[src/rtl/mem_lsu.sv]
// Load/store unit between the memory stage and a word-wide, 1-cycle-latency data RAM.
// Adds sub-word loads with extension, read-modify-write sub-word stores and alignment checks.
module mem_lsu #(
   parameter logic [31:0] RESET_RDATA = 32'h0
) (
   input  logic        clk_i,
   input  logic        rst_i,
   input  logic        req_valid_i,
   output logic        req_ready_o,
   input  logic        req_we_i,
   input  logic [1:0]  req_size_i,
   input  logic        req_unsigned_i,
   input  logic [31:0] req_addr_i,
   input  logic [31:0] req_wdata_i,
   output logic        rsp_valid_o,
   output logic        rsp_err_o,
   output logic [31:0] rsp_rdata_o,
   output logic        mem_r_en_o,
   output logic [31:0] mem_addr_r_o,
   input  logic [31:0] mem_data_r_i,
   output logic        mem_wr_en_o,
   output logic [31:0] mem_addr_w_o,
   output logic [31:0] mem_data_w_o
);

   typedef enum logic [2:0] {
      S_IDLE  = 3'd0,
      S_READ  = 3'd1,
      S_MERGE = 3'd2,
      S_WRITE = 3'd3,
      S_RESP  = 3'd4
   } state_t;

   state_t      r_state;
   state_t      w_next;
   logic        r_we;
   logic [1:0]  r_size;
   logic        r_unsigned;
   logic [31:0] r_addr;
   logic [15:0] r_wdata;
   logic        r_err;
   logic [31:0] r_rdata;
   logic [31:0] r_wword;
   logic        w_accept;
   logic        w_err;

   function automatic logic [31:0] load_extract(input logic [31:0] word, input logic [1:0] lane,
                                                input logic [1:0] size, input logic uns);
      logic [7:0]  b;
      logic [15:0] h;
      logic [31:0] res;
      b = 8'(word >> {lane, 3'b000});
      h = lane[1] ? word[31:16] : word[15:0];
      case (size)
         2'b00:   res = uns ? {24'h0, b} : {{24{b[7]}}, b};
         2'b01:   res = uns ? {16'h0, h} : {{16{h[15]}}, h};
         default: res = word;
      endcase
      return res;
   endfunction

   function automatic logic [31:0] store_merge(input logic [31:0] word, input logic [1:0] lane,
                                               input logic [1:0] size, input logic [15:0] wd);
      logic [31:0] res;
      res = word;
      case (size)
         2'b00:   res[{lane, 3'b000} +: 8] = wd[7:0];
         2'b01: begin
            if (lane[1]) res[31:16] = wd;
            else         res[15:0]  = wd;
         end
         default: res = word;
      endcase
      return res;
   endfunction

   assign w_accept = req_valid_i & req_ready_o;
   assign w_err    = (req_size_i == 2'b11) ||
                     ((req_size_i == 2'b01) && req_addr_i[0]) ||
                     ((req_size_i == 2'b10) && (req_addr_i[1:0] != 2'b00));

   // state register
   always_ff @(posedge clk_i or posedge rst_i) begin
      if (rst_i) r_state <= S_IDLE;
      else       r_state <= w_next;
   end

   // next-state logic; only word stores skip the read phase
   always_comb begin
      w_next = r_state;
      case (r_state)
         S_IDLE: begin
            if (!w_accept)                                 w_next = S_IDLE;
            else if (w_err)                                w_next = S_RESP;
            else if (req_we_i && (req_size_i == 2'b10))    w_next = S_WRITE;
            else                                           w_next = S_READ;
         end
         S_READ:  w_next = S_MERGE;
         S_MERGE: w_next = r_we ? S_WRITE : S_RESP;
         S_WRITE: w_next = S_IDLE;
         S_RESP:  w_next = S_IDLE;
         default: w_next = S_IDLE;
      endcase
   end

   // outputs decoded from the registered state
   always_comb begin
      req_ready_o = (r_state == S_IDLE) && !rst_i;
      mem_r_en_o  = (r_state == S_READ);
      mem_wr_en_o = (r_state == S_WRITE);
      rsp_valid_o = (r_state == S_RESP) || (r_state == S_WRITE);
      rsp_err_o   = rsp_valid_o && r_err;
   end

   // request latch, load result and write word
   always_ff @(posedge clk_i or posedge rst_i) begin
      if (rst_i) begin
         r_we       <= 1'b0;
         r_size     <= 2'b00;
         r_unsigned <= 1'b0;
         r_addr     <= 32'h0;
         r_wdata    <= 16'h0;
         r_err      <= 1'b0;
         r_rdata    <= RESET_RDATA;
         r_wword    <= RESET_RDATA;
      end else if (w_accept) begin
         r_we       <= req_we_i;
         r_size     <= req_size_i;
         r_unsigned <= req_unsigned_i;
         r_addr     <= req_addr_i;
         r_wdata    <= req_wdata_i[15:0];
         r_err      <= w_err;
         if (req_we_i && (req_size_i == 2'b10) && !w_err) r_wword <= req_wdata_i;
      end else if (r_state == S_MERGE) begin
         if (r_we) r_wword <= store_merge(mem_data_r_i, r_addr[1:0], r_size, r_wdata);
         else      r_rdata <= load_extract(mem_data_r_i, r_addr[1:0], r_size, r_unsigned);
      end
   end

   assign rsp_rdata_o  = r_rdata;
   assign mem_data_w_o = r_wword;
   assign mem_addr_r_o = {r_addr[31:2], 2'b00};
   assign mem_addr_w_o = {r_addr[31:2], 2'b00};

endmodule

[config.mk]
export PLATFORM = sky130hd
export DESIGN_NAME = mem_lsu
export DESIGN_NICKNAME = d
export VERILOG_FILES = /design/src/rtl/mem_lsu.sv
export SDC_FILE = /design/constraint.sdc
export NUM_CORES = 1
export LEC_CHECK = 0
export ABC_CLOCK_PERIOD_IN_PS = 6120
export CORE_ASPECT_RATIO = 0.8
export CORE_MARGIN = 5
export CORE_UTILIZATION = 40
export DETAILED_ROUTE_END_ITERATION = 10
export MAX_ROUTING_LAYER = met4
export PLACE_DENSITY = 0.76
export SLEW_MARGIN = 20
export SYNTH_ARGS = -nofsm -noshare
export SYNTH_HDL_FRONTEND = slang
export SYNTH_SLANG_ARGS = --single-unit
[constraint.sdc]
create_clock -name clk_i -period 6.12 [get_ports clk_i]
set_input_delay 1.224 -clock clk_i [delete_from_list [all_inputs] [get_ports clk_i]]
set_output_delay 1.224 -clock clk_i [all_outputs]
set_load 0.02 [all_outputs]
# Word-level counts from Yosys, hierarchy flattened
# Index checks and enable logic that the tools add are counted.
classes:
  n_eq_ne: 9
  addsub: 1
  reduce_logical: 18
  bitwise: 3
  shifts: 3
  mux: 17
op_table:
  columns: ["operator", "count"]
  rows:
  - ["$mux W32", 6]
  - ["$pmux W32 S2", 2]
  - ["$mux W16", 3]
  - ["$bwmux W32", 1]
  - ["$shift A8 B7 Y32 const A", 1]
  - ["$shiftx A8 B7 Y32", 1]
  - ["$shr A32 B5 Y8", 1]
  - ["$mux W3", 3]
  - ["$pmux W3 S3", 1]
  - ["$neg A5 Y7", 1]
  - ["$eq A3 B2 Y1 const B", 2]
  - ["$logic_and A1 B1 Y1", 6]
  - ["$reduce_and A3 Y1", 2]
  - ["$reduce_bool A2 Y1", 3]
  - ["$eq A2 B1 Y1 const B", 2]
  - ["$eq A2 B2 Y1 const B", 2]
  - ["$eq A3 B1 Y1 const B", 1]
  - ["$eq A3 B3 Y1 const B", 1]
  - ["$logic_not A3 Y1", 1]
  - ["$logic_or A1 B1 Y1", 3]
  - ["$logic_not A1 Y1", 2]
  - ["$logic_not A2 Y1", 1]
  - ["$mux W2", 1]
  - ["$ne A2 B1 Y1 const B", 1]
  - ["other kinds (2)", 3]
word_totals:
  in_bits: 103
  out_inout_bits: 133
  wordCells: 60
  regBits: 120

# Depth between registers and ports, before layout
# Gate-level depths: netlist of run 1.
logic_depth:
  word_depth: 8
  ltp_mapped: 10
  ltp_nobuf: 7

# Worst setup path after synthesis of run 1
# No wires, ideal clock.
synth_timing:
  kind: "input -> output"
  start: "input rst_i"
  end: "output req_ready_o"
  t_arrival_ns: 1.674
  required_ns: 4.896
  cell_stages: 1
  path_buffers: 0
  path_slack_ns: 3.222
  cell_sequence: "nor4_2"
synth_via:
  elab_chain_len: 2
synth_rtl:
  columns: ["element", "line_no", "source"]
  rows:
  - ["start, declared", "7", "input logic rst_i,"]
  - ["$logic_not A1 Y1 (no source line)", null, null]
  - ["$logic_and A1 B1 Y1", "108", "req_ready_o = (r_state == S_IDLE) && !rst_i;"]
  - ["end, declared", "9", "output logic req_ready_o,"]
# Every way passes these cells.

# Final worst setup path of run 1
# Same ends and word-level chain as after synthesis.

==> results of run 1 <==
-- area by class of cell --
type                    instances  area (um^2)  area share
multi-input cells             576         3230       0.340
flip-flops and latches        120         3000       0.316
well taps                     225          282      0.0296
diodes                          1         2.50    0.000263
repair buffers                240         2380       0.250
clock inverters                14          158      0.0166
clock buffers                  18          429      0.0451
inverters                       5         23.8     0.00250
-- flip-flops by register name, indices dropped and copies added, names as in the netlist --
register      cells
mem_data_w_o     32
r_addr           32
r_err             1
r_size            2
r_state           3
r_unsigned        1
r_wdata          16
r_we              1
rsp_rdata_o      32
-- layout by cell type, fill, tap and decap left out, types with 3 or more instances in the layout --
| master | instances |
|---|---|
| clkdlybuf4s50_1 | 231 |
| nand2_1 | 207 |
| dfrtp_1 | 119 |
| nor2_1 | 76 |
| a21oi_1 | 38 |
| o21ai_0 | 38 |
| a22o_1 | 29 |
| nand2b_1 | 25 |
| a221oi_1 | 22 |
| mux2_2 | 17 |
| clkbuf_16 | 17 |
| nor2b_1 | 16 |
| a31oi_1 | 10 |
| a21oi_2 | 10 |
| o2111ai_1 | 9 |
| buf_4 | 9 |
| nand3_1 | 8 |
| o31ai_1 | 8 |
| nor3b_1 | 7 |
| a222oi_1 | 7 |
| a221o_1 | 7 |
| o22ai_1 | 7 |
| clkinv_2 | 7 |
| ha_1 | 5 |
| inv_1 | 4 |
| conb_1 | 4 |
| bufinv_16 | 3 |
-- metal layers --
layer  vias to the layer above  global-route usage  routed length [um]  part of all wire
li1                       3048                   -                   -                 -
met5                         -                   -                   0                 0
met1                      3129               0.314                9620              0.43
met3                        24              0.0678                2390              0.11
met2                       358               0.331               10200              0.45
met4                         0              0.0506                 271             0.012
-- worst max-delay path by stage --
stage                      end  slack (ns)  cells past startpoint
2_1_floorplan  mem_data_w_o[0]        1.71                      1
3_3_place_gp       req_ready_o        2.19                      3
3_5_place_dp       req_ready_o        2.15                      3
4_1_cts            req_ready_o        2.15                      3
5_1_grt            req_ready_o        2.04                      3
6_report           req_ready_o        2.12                      3
-- cell families (layout without fill, tap and decap cells) --
kind of cell,count (synthesis),count (layout)
AND/OR/NAND/NOR,355,355
adder cells (fa/ha/maj),5,5
AO/OA/AOI/OAI,194,194
flip-flops,120,120
other,1,5
buffers and inverters,127,277
multiplexers,18,18
-- power groups by stage --
stage | Clock, uW | Combinational, uW | Sequential, uW
after global routing | 1060 | 3230 | 1560
after detailed placement | 0 | 2990 | 1510
after CTS | 1020 | 3010 | 1510
after floorplan | 0 | 1850 | 1640
after global placement | 0 | 2930 | 1510
final | 1000 | 2990 | 1510
-- critical path, stage by stage --
cell	delay (ns)
clkdlybuf4s50_1	0.49
nor4_2	0.36
clkdlybuf4s50_1	0.70
-- metrics by stage --
step / util / power (uW)
floorplan: - / 3490
global placement: 0.518 / 4440
detailed placement: 0.518 / 4500
CTS: 0.552 / 5530
global route: 0.552 / 5850
finish: 0.552 / 5500
==> run metrics, run 1 <==
DP Area slightly below 9000 um^2; relative slew slack 0.255; Post-synth top cells 208 x nand2_1, 120 x dfrtp_1, 76 x nor2_1; pre-CTS worst setup slack 2.15 ns; Die Width 158 um; Gate power share 0.544; PD cells 579 nW/um^2; first-pass GRT wire length between 30 and 40 mm; total track usage 0.227; P_leak about 0.0041 uW; Setup TNS 0 ns; post-synthesis register bit count 120; clk_lat worst skew 0.41 ns; Total Wirelength 22.5 mm; period utilization 0.653; proportion of synthesized area in mux cells 0.0289; most common cell in the netlist nand2_1; Die ar. around 20000 um^2; Least-Margin Pin Slew 1.12 ns; ratio of cells with drive above 1 in the final layout 0.0832; Pins Over Slew Limit 0; Post-CTS Setup Repair Bufs 0; Warnings, synthesis 0; Inserted Clock Buffers 17; clock skew 0.00408 ns; Detailed Place HPWL ~16 mm; htree depth 4; RR Startpoint r_addr[1]; post-synthesis sequential area ratio 0.431; router iterations before antenna repair 8; # IOs roughly 240; area share of and/or/nand/nor cells after synthesis 0.223; hold path endpoint mem_data_w_o[14]; cell count after synthesis 820; Post-synth EDFFs 0; largest net degree at the start of global routing 89; reg-to-reg slack, setup 2.92 ns; Root Buffer clkbuf_16; Setup crit end kind output pin; core area 17200 um^2; path type of the worst min-delay path reg -> reg; row cnt 43; post-synthesis adder-cell area fraction 0.00898; Clock Power Share 0.182; Sw Pwr between 2000 and 2500 uW; register clock-pin slew on the reported worst setup and hold paths 0.06 ns; Reg power frac 0.274; CP Max Fanout 3; worst hold start mem_data_w_o[14]; initial antenna violation count 1; per-cell routed wire length 18.8 um; clock sink count 120; R2R cell count 8; NumNets Final 1068; CTS Hold Buffers Added 0; post-cts sizing count 0; Area Overhead vs Synth 36.5%; WP data arrival 2.77 ns; hold path depth 2; PortBufs 231; kind of start point of the critical path input port; number of global-route vias before repair 6172; die extent in y between 100 and 150 um; worst hold slack approximately 0.48 ns; via count 6559; Primary FF master, synth dfrtp_1; xor and xnor area share after synthesis 0; Compound-Gate Fraction of Synth Area 0.199; Max Cap Viol 0; Max Root-Sink Buffers 2; Area contributors post-synth dfrtp_1 43%, nand2_1 11%, buf_4 6.9%; RSZ-0062 raised after global routing false; gp weighted congestion 0.891; ys async rst share 1.00; CTS tree yes; Synth top area share 0.431; Req. time, crit path between 4 and 5 ns; synthesized cell area approximately 7000 um^2; outcome complete, no violations; Routed Antenna Nets 0; Cell Int Power 3130 uW; post-route cell area 9510 um^2; DR DRC count 0; Iteration-0 DRC Markers 686; reg-to-reg endpoint mem_data_w_o[1]; highest clock rate 250 MHz; Peak VDD IR 0.433 mV; initial core utilization 0.405; crit path from rst_i; Avg Cell Area, Syn 8.50 um^2; main combinational cell family by area after synthesis simple AND/OR/NAND/NOR gates; Synth area leader dfrtp_1; Setup CP Type in -> out; Layout Cells excl Fill 1199; Final Hold Fails 0; Distinct cells, synth 47; placed insts around 1.2k; switch share 0.432; post-layout min period 4.00 ns; Filler cells 1569; setup ws final 2.12 ns; GRT overflow 0; Final setup viols 0; Vias per Instance approximately 5.5
Power figures use the tool's default switching activity.
==> run 2, diff against run 1 <==
ABC_CLOCK_PERIOD_IN_PS = 3900   (was 6120)
clock period = 3.9 ns   (was 6.12 ns; I/O delays follow)
==> run 2 against run 1 <==
Compared with the run above:
- hold slack worse by 0.0037 ns
- sequential cell count stayed put
- largest power group unchanged
- combinational power is 56% higher
- utilization is 0.85 points higher
- setup slack worse by 1.2 ns
- power is 61% higher
- non-clock buffer count is 6 higher
- clock skew is 0.0058 ns higher
==> run metrics, run 2 (synthesized netlist as in run 1, its figures left out) <==
highest clock rate 336 MHz; post-route cell area 9660 um^2; Die Width 158 um; htree depth 4; Req. time, crit path 3.12 ns; period utilization 0.762; P_leak 0.00413 uW; initial antenna violation count 0; Root Buffer clkbuf_16; first-pass GRT wire length 35.3 mm; core area 17200 um^2; commonest cells after routing, fill and taps aside 231 x clkdlybuf4s50_1, 207 x nand2_1, 119 x dfrtp_1; DR DRC count 0; # IOs 236; Iteration-0 DRC Markers roughly 600; Setup TNS 0 ns; register clock-pin slew on the reported worst setup and hold paths 0.05 ns; kind of start point of the critical path input port; PortBufs around 230; relative slew slack 0.418; Detailed Place HPWL 16.4 mm; register area between 3000 and 4000 um^2; post-layout min period 2.97 ns; Max Root-Sink Buffers 2; path type of the worst min-delay path reg -> reg; PD cells slightly above 900 nW/um^2; die extent in y 128 um; Peak VDD IR 0.522 mV; Final Hold Fails 0; commonest non-fill, non-tap cell in the layout clkdlybuf4s50_1; Inserted Clock Buffers 17; pre-CTS worst setup slack 0.930 ns; clock skew 0.00991 ns; post-cts sizing count 0; outcome complete, no violations; Pins Over Slew Limit 0; Routed Antenna Nets 0; Max Cap Viol 0; Setup CP Type in -> out; CTS Hold Buffers Added 0; setup ws final 0.926 ns; NumNets Final 1074; number of global-route vias before repair 6400; Filler cells 1579; worst hold slack between 0.4 and 0.5 ns; gp weighted congestion around 0.9; WP data arrival 2.19 ns; CTS tree yes; Setup crit end kind output pin; via count 6612; CP Max Fanout 3; Core Util, Final 0.561; Multi-input gate area 3230 um^2; RSZ-0062 raised after global routing false; total track usage 0.232; clk_lat worst skew 0.42 ns; per-cell routed wire length 18.9 um; GRT overflow 0; DP Area 9000 um^2; Final setup viols 0; ratio of cells with drive above 1 in the final layout 0.0899; Post-CTS Setup Repair Bufs 0; largest net degree at the start of global routing 80; clock sink count 120; router iterations before antenna repair 5; initial core utilization 0.405; Die ar. 20200 um^2; Least-Margin Pin Slew just under 0.9 ns; row cnt 43; Total Wirelength 22.7 mm; Area Overhead vs Synth 38.6%; Vias per Instance 5.49
[run 2: changes by cell type in the layout (fill, tap and decap cells not counted), sizes merged]
cell	before	now
clkbuf	18	20
inv	5	4
clkinv	9	5
bufinv	3	5
clkinvlp	2	3
buf	9	15
[run 2: layout make-up]
class,count,area share
timing repair buffer,246,0.255
antenna,1,0.000259
clock inverter,12,0.0205
multi-input combinational,576,0.334
sequential,120,0.311
inverter,5,0.00233
tap,225,0.0292
clock buffer,20,0.0473
[run 2: critical path, stage by stage]
cell and delay (ns):
clkdlybuf4s50_1 0.47, nor4_2 0.27, clkdlybuf4s50_1 0.68
[run 2: worst paths after layout]
check                                  from                to  slack [ns]  cells after the start
max                                   rst_i       req_ready_o        0.93                      3
max in group asynchronous             rst_i   rsp_rdata_o[28]        2.14                      3
min reg2reg                mem_data_w_o[13]  mem_data_w_o[13]        0.48                      2
min in group asynchronous             rst_i        r_state[1]        0.91                      2
max reg2reg                       r_addr[1]   mem_data_w_o[0]        1.17                      7
min                        mem_data_w_o[13]  mem_data_w_o[13]        0.48                      2
[run 2: stage by stage]
step / power (uW) / instances
global route: 9390 / 1204
global placement: 7010 / 1172
finish: 8860 / 1205
detailed placement: 7100 / 1172
CTS: 8890 / 1204
floorplan: 5480 / 823
[run 2: report_power, final]
| part | switching, uW | internal (uW) |
|---|---|---|
| Combinational | 2550 | 2110 |
| Sequential | 615 | 1840 |
| Clock | 579 | 1160 |
| Total | 3750 | 5110 |
[run 2: routing by layer]
| metal | GRT usage | vias to the layer above | part of all wire |
|---|---|---|---|
| met3 | 0.0587 | 32 | 0.10 |
| li1 | - | 3057 | - |
| met4 | 0.0658 | 0 | 0.016 |
| met5 | - | - | 0 |
| met1 | 0.322 | 3188 | 0.44 |
| met2 | 0.338 | 335 | 0.45 |
==> run 3, diff against run 2 <==
ABC_CLOCK_PERIOD_IN_PS = 2400   (was 3900)
PLACE_DENSITY = 0.79   (was 0.76)
clock period = 2.4 ns   (was 3.9 ns; I/O delays follow)
==> run 3 against run 2 <==
Compared with the run above:
- die area unchanged
- via count rose by 0.73%
- register-to-register slack lost 0.97 ns
- first-iteration DRC count rose by 30%
- global-route usage decreased by 0.16 points
- power rose by 64%
- non-clock buffer count grew 23
- wire length is 0.19% higher
- clock power increased by 55%
- setup slack got worse by 0.78 ns
- critical path type is now reg -> out
- critical endpoint is now rsp_err_o
- largest cell class unchanged
==> run metrics, run 3 (synthesized netlist as in run 1, its figures left out) <==
overall power of the completed layout 14500 uW; via count 6660; Routed Antenna Nets 0; relative slew slack 0.265; Setup TNS 0 ns; Setup CP Type reg -> out; slowest cell on the critical path dfrtp_1; worst hold slack 0.486 ns; core area 17200 um^2; Die ar. between 20000 and 25000 um^2; outcome complete, no violations; clock skew 0.00676 ns; register clock-pin slew on the reported worst setup and hold paths about 0.060 ns; Peak VDD IR 0.754 mV; DR DRC count 0; path type of the worst min-delay path reg -> reg; first-pass GRT wire length 35.2 mm; gp weighted congestion 0.971; Die Width approximately 160 um; register area between 3000 and 4000 um^2; Max Cap Viol 0; Final Hold Fails 0; commonest non-fill, non-tap cell in the layout clkdlybuf4s50_1; CTS tree yes; Final setup viols 0; CP delay by family, top simple AND/OR/NAND/NOR gates; clock sink count 120; htree depth 4; period utilization 0.938; Layout Cells excl Fill 1226; number of global-route vias before repair roughly 6.4k; GRT overflow 0; Root Buffer clkbuf_16; PortBufs 231; # IOs 236; placed insts approximately 1.2k; crit-path max cell delay 0.43 ns; P_leak around 0.0043 uW; clk_lat worst skew 0.41 ns; total track usage 0.230; RSZ-0062 raised after global routing false; initial antenna violation count 0; Detailed Place HPWL 17.1 mm; Area Overhead vs Synth 41.9%; setup ws final between 0.1 and 0.15 ns; CP Max Fanout 4; WP buf/inv 1; Post-CTS Setup Repair Bufs 0; Filler cells 1524; WP data arrival 1.77 ns; row cnt 43; kind of start point of the critical path register; die extent in y 128 um; commonest cells after routing, fill and taps aside 226 x clkdlybuf4s50_1, 207 x nand2_1, 119 x dfrtp_1; pre-CTS worst setup slack 0.107 ns; post-layout min period 2.25 ns; PD cells 1470 nW/um^2; initial core utilization 0.405; Total Wirelength about 23 mm; router iterations before antenna repair 7; NumNets Final 1097; Setup crit end kind output pin; Antenna Cells 0; largest net degree at the start of global routing 51; per-cell routed wire length 18.6 um; Iteration-0 DRC Markers about 800; Max Root-Sink Buffers 2; Least-Margin Pin Slew 1.10 ns; ratio of cells with drive above 1 in the final layout 0.111; Multi-input gate area roughly 3200 um^2; highest clock rate 444 MHz; worst path cell trace nand2b_1, nor2_1, a21o_1, and2_1, dlygate4sd2_1; Vias per Instance 5.43; Pins Over Slew Limit 0; Req. time, crit path ~1.9 ns; Inserted Clock Buffers 17
==> run 3: changes by cell type in the layout (fill, tap and decap cells not counted), sizes merged <==
cell,previous run,this run
inv,4,5
dlygate4sd2,0,2
clkdlybuf4s50,231,226
clkinvlp,3,1
clkbuf,20,17
diode,1,0
bufinv,5,4
dlymetal6s2s,0,3
clkinv,5,9
buf,15,38
==> run 3: area by class of cell <==
class,count,share of cell area
clock inverters,14,0.0203
multi-input cells,576,0.327
inverters,5,0.00228
flip-flops and latches,120,0.304
clock buffers,17,0.0430
repair buffers,269,0.275
well taps,225,0.0285
==> run 3: worst reg2reg max path: stages, from the launching register on <==
cell and delay [ns]:
dfrtp_1 0.34, inv_1 0.15, ha_1 0.41, or4bb_1 0.47, nor3_4 0.33, a21oi_1 0.13, a31oi_1 0.17, mux2_2 0.16
==> run 3: where the power goes <==
group          total, uW  internal (uW)  switching [uW]
Sequential          3840           2990             851
Combinational       7950           3580            4370
Clock               2700           1740             960
==> run 3: timing repair <==
action | 4_1_cts | 5_1_grt
endpoints found under the setup margin | 2 | 5
resized for setup | 2 | 4
hold buffers | 0 | 0
==> run 3: metrics by stage <==
| stage | util | instance area (um^2) |
|---|---|---|
| finish | 0.574 | 9880 |
| detailed placement | 0.537 | 9250 |
| global route | 0.574 | 9880 |
| floorplan | - | 6980 |
| CTS | 0.573 | 9870 |
| global placement | 0.537 | 9250 |
==> run 3: worst paths after layout <==
path                                  from                to  slack [ns]  cells after the start
max                             r_state[2]         rsp_err_o        0.15                      5
min                        mem_data_w_o[8]   mem_data_w_o[8]        0.49                      2
max reg2reg                      r_addr[1]  mem_data_w_o[23]        0.20                      7
min reg2reg                mem_data_w_o[8]   mem_data_w_o[8]        0.49                      2
max in group asynchronous            rst_i   rsp_rdata_o[14]        1.31                      4
min in group asynchronous            rst_i         r_size[1]        0.55                      3
==> run 3: routing by layer <==
metal  part of all wire  routed length (um)  up-vias  track usage
met1               0.42                9570     3179        0.315
met3               0.11                2500       24       0.0678
met4             0.0098                 224        0       0.0450
li1                   -                   -     3105            -
met5                  0                   0        -            -
met2               0.46               10500      352        0.343
